`config.mk`:
```
export PLATFORM = sky130hd
export DESIGN_NAME = fixed_sat_accum_flat
export DESIGN_NICKNAME = d
export VERILOG_FILES = /design/src/rtl/fixed_sat_accum_if.sv /design/src/rtl/fixed_sat_accum.sv /design/src/flat_wrapper.sv
export SDC_FILE = /design/constraint.sdc
export NUM_CORES = 1
export LEC_CHECK = 0
export BUFFER_PORTS_ARGS = -buffer_cell sky130_fd_sc_hd__buf_2
export CORE_MARGIN = 1.5
export CORE_UTILIZATION = 52
export CTS_CLUSTER_DIAMETER = 60
export DETAILED_ROUTE_END_ITERATION = 8
export GPL_ROUTABILITY_DRIVEN = 0
export PLACE_DENSITY_LB_ADDON = 0.2
export SLEW_MARGIN = 20
export SYNTH_ARGS = -nofsm -noshare
export SYNTH_HDL_FRONTEND = slang
export SYNTH_SLANG_ARGS = --single-unit
```
`constraint.sdc`:
```
create_clock -name clk -period 5.9 [get_ports clk]
set_clock_uncertainty 0.1 [all_clocks]
set_input_delay 0.59 -clock clk [delete_from_list [all_inputs] [get_ports clk]]
set_output_delay 0.59 -clock clk [all_outputs]
set_load 0.01 [all_outputs]
```
`src/rtl/fixed_sat_accum_if.sv`:
```
// Handshake and data bundle for fixed_sat_accum: operation request, saturated result, sticky flags.
// The master drives requests and the slave returns results.
interface fixed_sat_accum_if #(
  parameter int P  = 32,
  parameter int Q  = 32,
  parameter int N  = 32,
  parameter int CH = 4
);
  localparam int CW = (CH > 1) ? $clog2(CH) : 1;

  logic          in_valid;
  logic          in_ready;
  logic [CW-1:0] in_ch;
  logic [1:0]    in_mode;
  logic [P-1:0]  x;
  logic [Q-1:0]  y;
  logic          out_valid;
  logic          out_ready;
  logic [CW-1:0] out_ch;
  logic [N-1:0]  z;
  logic          ov;
  logic [CH-1:0] ov_sticky;
  logic [CH-1:0] clr_sticky;

  modport master (
    output in_valid, in_ch, in_mode, x, y, out_ready, clr_sticky,
    input  in_ready, out_valid, out_ch, z, ov, ov_sticky
  );

  modport slave (
    input  in_valid, in_ch, in_mode, x, y, out_ready, clr_sticky,
    output in_ready, out_valid, out_ch, z, ov, ov_sticky
  );
endinterface

```
`src/rtl/fixed_sat_accum.sv`:
```
// Two-stage, multi-channel saturating add/sub/accumulate unit sharing one adder.
// Stage 1 registers the operation; stage 2 reads/writes acc[ch], saturates, and registers the result.
module fixed_sat_accum #(
  parameter int P  = 32,
  parameter int Q  = 32,
  parameter int N  = 32,
  parameter int CH = 4
) (
  input  logic            clk,
  input  logic            rst_n,
  fixed_sat_accum_if.slave bus
);
  localparam int          CW   = (CH > 1) ? $clog2(CH) : 1;
  localparam int          MPQ  = (P > Q) ? P : Q;
  localparam int          W    = ((MPQ > N) ? MPQ : N) + 1;
  localparam logic [31:0] CH_U = CH;

  logic                 s1_valid;
  logic [W-1:0]         s1_x;
  logic [W-1:0]         s1_y;
  logic [1:0]           s1_mode;
  logic [CW-1:0]        s1_ch;

  logic [N-1:0]         acc [CH];
  logic                 out_valid_q;
  logic [N-1:0]         z_q;
  logic                 ov_q;
  logic [CW-1:0]        out_ch_q;
  logic [CH-1:0]        sticky_q;

  logic                 advance;
  logic                 accept;
  logic                 fire;
  logic                 ch_ok;
  logic [N-1:0]         acc_rd;
  logic [W-1:0]         acc_w;
  logic [W-1:0]         sum;
  logic                 ov_nxt;
  logic [N-1:0]         z_nxt;
  logic [CH-1:0]        set_mask;

  assign advance      = !out_valid_q || bus.out_ready;
  assign bus.in_ready = advance && rst_n;
  assign accept       = bus.in_valid && bus.in_ready;
  assign fire         = s1_valid && advance;

  // Out-of-range channels (non-power-of-two CH) behave as an empty accumulator and are never written.
  assign ch_ok  = 32'(s1_ch) < CH_U;
  assign acc_rd = ch_ok ? acc[s1_ch] : '0;
  assign acc_w  = {{(W-N){acc_rd[N-1]}}, acc_rd};

  always_comb begin
    sum = '0;
    case (s1_mode)
      2'b00:   sum = s1_x + s1_y;
      2'b01:   sum = s1_x - s1_y;
      2'b10:   sum = acc_w + s1_x;
      default: sum = s1_x;
    endcase
  end

  // Result fits in N bits only when the top W-N+1 bits are all copies of the sign.
  assign ov_nxt = !((&sum[W-1:N-1]) || !(|sum[W-1:N-1]));
  assign z_nxt  = !ov_nxt ? sum[N-1:0]
                : sum[W-1] ? {1'b1, {(N-1){1'b0}}}
                :            {1'b0, {(N-1){1'b1}}};

  always_comb begin
    set_mask = '0;
    for (int c = 0; c < CH; c++) begin
      set_mask[c] = fire && ov_nxt && ch_ok && (32'(s1_ch) == 32'(c));
    end
  end

  always_ff @(posedge clk) begin
    if (!rst_n) begin
      s1_valid    <= 1'b0;
      s1_x        <= '0;
      s1_y        <= '0;
      s1_mode     <= '0;
      s1_ch       <= '0;
      out_valid_q <= 1'b0;
      z_q         <= '0;
      ov_q        <= 1'b0;
      out_ch_q    <= '0;
      sticky_q    <= '0;
      for (int c = 0; c < CH; c++) begin
        acc[c] <= '0;
      end
    end else begin
      sticky_q <= (sticky_q & ~bus.clr_sticky) | set_mask;
      if (advance) begin
        s1_valid    <= accept;
        out_valid_q <= s1_valid;
      end
      if (accept) begin
        s1_x    <= {{(W-P){bus.x[P-1]}}, bus.x};
        s1_y    <= {{(W-Q){bus.y[Q-1]}}, bus.y};
        s1_mode <= bus.in_mode;
        s1_ch   <= bus.in_ch;
      end
      if (fire) begin
        z_q      <= z_nxt;
        ov_q     <= ov_nxt;
        out_ch_q <= s1_ch;
        if (s1_mode[1] && ch_ok) begin
          acc[s1_ch] <= z_nxt;
        end
      end
    end
  end

  assign bus.out_valid = out_valid_q;
  assign bus.z         = z_q;
  assign bus.ov        = ov_q;
  assign bus.out_ch    = out_ch_q;
  assign bus.ov_sticky = sticky_q;
endmodule

```
`src/flat_wrapper.sv`:
```
// flat-port wrapper written by rule: the top's interface ports become plain ports
module fixed_sat_accum_flat 
#(
  parameter int P  = 32,
  parameter int Q  = 32,
  parameter int N  = 32,
  parameter int CH = 4
)
  (clk, rst_n, bus_in_valid, bus_in_ch, bus_in_mode, bus_x, bus_y, bus_out_ready, bus_clr_sticky, bus_in_ready, bus_out_valid, bus_out_ch, bus_z, bus_ov, bus_ov_sticky);
  fixed_sat_accum_if #(.P(P), .Q(Q), .N(N), .CH(CH)) bus_i ();
  input  logic clk;
  input  logic rst_n;
  input wire logic [$bits(bus_i.in_valid)-1:0] bus_in_valid;
  input wire logic [$bits(bus_i.in_ch)-1:0] bus_in_ch;
  input wire logic [$bits(bus_i.in_mode)-1:0] bus_in_mode;
  input wire logic [$bits(bus_i.x)-1:0] bus_x;
  input wire logic [$bits(bus_i.y)-1:0] bus_y;
  input wire logic [$bits(bus_i.out_ready)-1:0] bus_out_ready;
  input wire logic [$bits(bus_i.clr_sticky)-1:0] bus_clr_sticky;
  output wire logic [$bits(bus_i.in_ready)-1:0] bus_in_ready;
  output wire logic [$bits(bus_i.out_valid)-1:0] bus_out_valid;
  output wire logic [$bits(bus_i.out_ch)-1:0] bus_out_ch;
  output wire logic [$bits(bus_i.z)-1:0] bus_z;
  output wire logic [$bits(bus_i.ov)-1:0] bus_ov;
  output wire logic [$bits(bus_i.ov_sticky)-1:0] bus_ov_sticky;
  assign bus_i.in_valid = bus_in_valid;
  assign bus_i.in_ch = bus_in_ch;
  assign bus_i.in_mode = bus_in_mode;
  assign bus_i.x = bus_x;
  assign bus_i.y = bus_y;
  assign bus_i.out_ready = bus_out_ready;
  assign bus_i.clr_sticky = bus_clr_sticky;
  assign bus_in_ready = bus_i.in_ready;
  assign bus_out_valid = bus_i.out_valid;
  assign bus_out_ch = bus_i.out_ch;
  assign bus_z = bus_i.z;
  assign bus_ov = bus_i.ov;
  assign bus_ov_sticky = bus_i.ov_sticky;
  fixed_sat_accum #(.P(P), .Q(Q), .N(N), .CH(CH)) u_core (.clk(clk), .rst_n(rst_n), .bus(bus_i));
endmodule
```
### Yosys cells after proc, flatten, opt, wreduce, memory -nomap -nowiden

Memories as Yosys holds them, arrays and structs flattened. A register that Yosys moved wholly into a read port is not among the register bits.
Index checks and enable logic that the tools add are counted.

* $add $sub $neg: 3
* equal/unequal tests: 5
* mux-type cells: 13
* bitwise operators: 3
* reductions and logical operators: 18

Operator list (count)
* $pmux W33 S3: 1
* $mux W32: 3
* $add A32 B32 Y33: 2
* $sub A32 B32 Y33: 1
* $reduce_or A32 Y1: 1
* $logic_and A1 B1 Y1: 8
* $eq A2 B2 Y1 const B: 3
* $mux W1: 6
* $mux W2: 3
* $and A4 B4 Y4: 1
* $eq A2 B1 Y1 const B: 2
* $logic_not A2 Y1: 2
* $not A4 Y4: 1
* $or A4 B4 Y4: 1
* $logic_not A1 Y1: 3
* $logic_or A1 B1 Y1: 2
* $reduce_and A2 Y1: 1
* $reduce_or A2 Y1: 1

* bits in registers: 109
* bits in writable memories: 128
* bits of input ports: 76
* output and inout bits: 41
* word-level logic and storage cells: 53
* memories kept: 1

Memories
* u_core.acc: words 4, bits a word 32, rd ports 1, clocked after memory_dff 1, write ports 4, RTL line fixed_sat_accum.sv:24 `logic [N-1:0] acc [CH];`

### Longest topological paths before layout

* word-level depth: 9
* gate-level depth with buffers: 25
* mapped depth without buffers: 22

### Worst setup path before layout

OpenSTA, ideal clock, no wires.

* kind: register to register
* from: register u_core.s1_y[5]
* to: memory u_core.acc[0][20] (data pin)
* library setup time: 0.265 ns
* data arrival time: 5.163 ns
* data required time: 5.535 ns
* setup slack: 0.372 ns
* stages on the path, launching flop included: 22
* path buffers: 2
* clock period less this slack: 5.528 ns
* path through: dfxtp_1 or4_1 nor4_1 nand3_1 nor3_1 nand2_1 nor2_1 a211oi_1 a21oi_1 o21ai_0 ha_1 clkbuf_1 a21o_1 a21o_1 and2_1 mux2i_1 o31ai_2 nor3_4 mux2i_4 buf_6 a2bb2oi_1 nor2_1

RTL lines
* from (decl): RTL line fixed_sat_accum.sv:20 `logic [W-1:0] s1_y;`
* from (signal assigned): RTL line fixed_sat_accum.sv:98 `s1_y <= {{(W-Q){bus.y[Q-1]}}, bus.y};`
* to (decl): RTL line fixed_sat_accum.sv:24

==> metrics <==
clock transition at the registers of the reported paths=60 ps; CP Buf/Inv Count=5; Power, Total=between 4 and 5 mW; Port Buffers=~120; vias in the first global route=10600; Max Slew Vio Count=0; drt total wl=between 40000 and 50000 um; CTS buffer count=27; htree depth=1; wire length on met3=4250 um; post-DP HPWL=approximately 28000 um; slew margin rel.=0.259; crit path DAT=5760 ps; Mapped Area=between 0.01 and 0.015 mm^2; unique cell type count in the Yosys netlist=75; PD cells=326 mW/mm^2; Inserted Diodes=0; DRT iter0 DRCs=~1200; total of warnings raised by yosys=0; Setup crit end kind=flip-flop; Main synth FF type=edfxtp_1; Highest Signal Layer=met4; Final Util=0.624; Via Count=between 10000 and 15000; Die Y=162 um; status=finished clean; Largest stage delay, worst path=about 630 ps; worst-path cell chain=inv_1 > ha_1 > or4b_2 > or4_1 > buf_4 > nor3_1 > nor3_1 > a21oi_1 > o21ai_0 > ha_1 > nand2_1 > nor2_2 > nand3_1 > o41ai_2 > buf_4 > o21a_1 > mux2i_2 > nand3_1 > mux2i_4 > buf_8 > a2bb2oi_1 > buf_4 > nor2_1; die area=roughly 0.026 mm^2; core area=~0.025 mm^2; Antenna Violating Nets Remaining=0; startpoint class of the critical path=flip-flop; Starting Density=0.534; pin count of the biggest net entering global routing=98; maximum vdd ir drop=~0.00022 V; nets=about 1600; Setup-failing EPs final=0; root buffer cell=clkbuf_16; RSZ-0062 raised after global routing=false; most common cell after layout, fill and taps aside=nand2_1; Worst Path Required=between 6000 and 7000 ps; Post-synth EDFFs=128; top cell family by delay on the critical path=simple AND/OR/NAND/NOR gates; I/O Pins=about 120; Hold Path Class=in2reg; area delta synth->final=16.8%; Clock Path Buffers=3; WL met1=16700 um; Worst path most repeated cell=buf_4; critical path's slowest cell=or4b_2; slew of the pin with the lowest slew margin=1110 ps; post-synthesis register bit count=approximately 240; 1st-pass router iterations=5; sequential area share after synthesis=0.463; CTS tree=yes; syn_nets=between 1500 and 2000; Cell Rows=57; first-pass GRT wire length=roughly 60000 um; most frequent cells in the layout=212 x nand2_1, 156 x o21ai_0, 151 x nor2_1; average size of a mapped cell=approximately 9.3 um^2; die width=between 150 and 200 um; initial antenna violation count=1; Post-synth ARST share=0; Cells after Synth=approximately 1400; met2 routed WL=~17000 um; max cap viols=0; DRC Markers=0; Skew-Pair Late Insertion Delay=560 ps; part of the cycle the worst path needs=0.946; crit path time final=5580 ps; GRT overflow=0; maximum clock rate=between 0.15 and 0.2 GHz; Hold Fails Final Rpt=0; Avg WL per Cell=21.5 um; Hold WS=127 ps; layout cell share with drive strength beyond 1=0.198; critical-path maximum fanout=17; vias per cell=6.13; GRT Total Usage=0.300; Sink Count=239; Leak Pwr=5.97 nW; worst setup path category=reg2reg
-- flip-flops by register name, indices dropped and copies added (netlist names), named ones only --
signal and flops:
u_core.bus.ov_sticky 4, u_core.s1_x 32, u_core.s1_mode 2, u_core.bus.out_valid 1
u_core.acc 128, u_core.s1_ch 2, u_core.bus.out_ch 2, u_core.s1_valid 1
u_core.bus.ov 1, u_core.s1_y 32, u_core.bus.z 32
-- through the flow --
step / std cells / TNS, ps / area (um^2) / setup WS, ps
2_1_floorplan: 1411 / 0 / 13100 / 372
3_3_place_gp: 1808 / 0 / 14100 / 115
3_5_place_dp: 1808 / -60.0 / 14100 / -20.2
4_1_cts: 1858 / 0 / 15100 / 10.3
5_1_grt: 1861 / 0 / 15300 / 19.2
6_report: 1861 / 0 / 15300 / 317
-- final timing paths --
path	from	slack, ps	depth (start not counted)	to
setup / recovery	u_core.s1_y[0]	320	23	u_core.acc[2][2]
hold / removal	bus_x[9]	130	3	u_core.s1_x[9]
setup reg to reg	u_core.s1_y[0]	320	23	u_core.acc[2][2]
hold reg to reg	u_core.bus.z[17]	360	2	u_core.bus.z[17]
-- what timing repair did --
item                       4_1_cts  5_1_grt
resized for setup                1       30
hold endpoints to repair         0        0
pin swaps                        0        3
hold buffers                     0        0
buffers inserted                 0        2
setup endpoints to repair        3      164
cloned                           0        1
-- area by class of cell --
| class | instances | area (um^2) |
|---|---|---|
| Fill cell | 2077 | 9220 |
| Multi-Input combinational cell | 1035 | 6690 |
| Sequential cell | 239 | 6070 |
| Timing Repair Buffer | 170 | 1010 |
| Clock buffer | 36 | 771 |
| Tap cell | 324 | 405 |
| Clock inverter | 14 | 204 |
| Inverter | 43 | 161 |
-- synth_stat cells (all sizes together) (15+ instances only) --
| cell type | count | area, um^2 |
|---|---|---|
| nand2 | 212 | 796 |
| o21ai | 166 | 831 |
| nor2 | 153 | 574 |
| edfxtp | 128 | 3840 |
| dfxtp | 111 | 2220 |
| a21oi | 79 | 399 |
| clkbuf | 77 | 289 |
| nor3 | 44 | 243 |
| inv | 43 | 161 |
| ha | 37 | 463 |
| mux4 | 32 | 721 |
| nand3 | 19 | 95.1 |
| buf | 18 | 91.3 |
| and2 | 17 | 106 |
| xnor2 | 15 | 131 |
-- power breakdown --
| group | switching, mW | total [mW] | leakage, nW | internal, mW |
|---|---|---|---|---|
| combinational | 0.787 | 1.25 | 3.26 | 0.467 |
| sequential | 0.0835 | 1.93 | 2.24 | 1.84 |
| clock | 0.704 | 1.81 | 0.474 | 1.10 |
| total | 1.57 | 4.99 | 5.97 | 3.41 |
-- routing by layer --
layer	track usage	vias up
met2	0.459	597
met3	0.0674	100
met4	0.119	0
li1	-	5360
met5	0	-
met1	0.414	5342
-- kinds of logic (layout without fill, tap and decap cells) --
family / after synthesis / in the layout / share of synthesized area
XOR/XNOR: 26 / 27 / 0.0179
AO/OA/AOI/OAI: 396 / 396 / 0.192
flip-flops: 239 / 239 / 0.463
adder cells (fa/ha/maj): 45 / 45 / 0.0422
multiplexers: 44 / 44 / 0.0652
AND/OR/NAND/NOR: 523 / 523 / 0.179
buffers and inverters: 138 / 263 / 0.0413
-- worst reg2reg max path, cell delays in order, from the launching register on --
cell       delay (ps)
dfxtp_1           330
inv_1              60
ha_1              220
or4b_2            630
or4_1             470
buf_4             190
nor3_1            140
nor3_1             70
a21oi_1           120
o21ai_0           180
ha_1              430
nand2_1           120
nor2_2            150
nand3_1           110
o41ai_2           290
buf_4             190
o21a_1            220
mux2i_2           290
nand3_1           160
mux2i_4           220
buf_8             200
a2bb2oi_1         230
buf_4             180
nor2_1             60
Note: power is estimated with default switching activity, not from simulation.
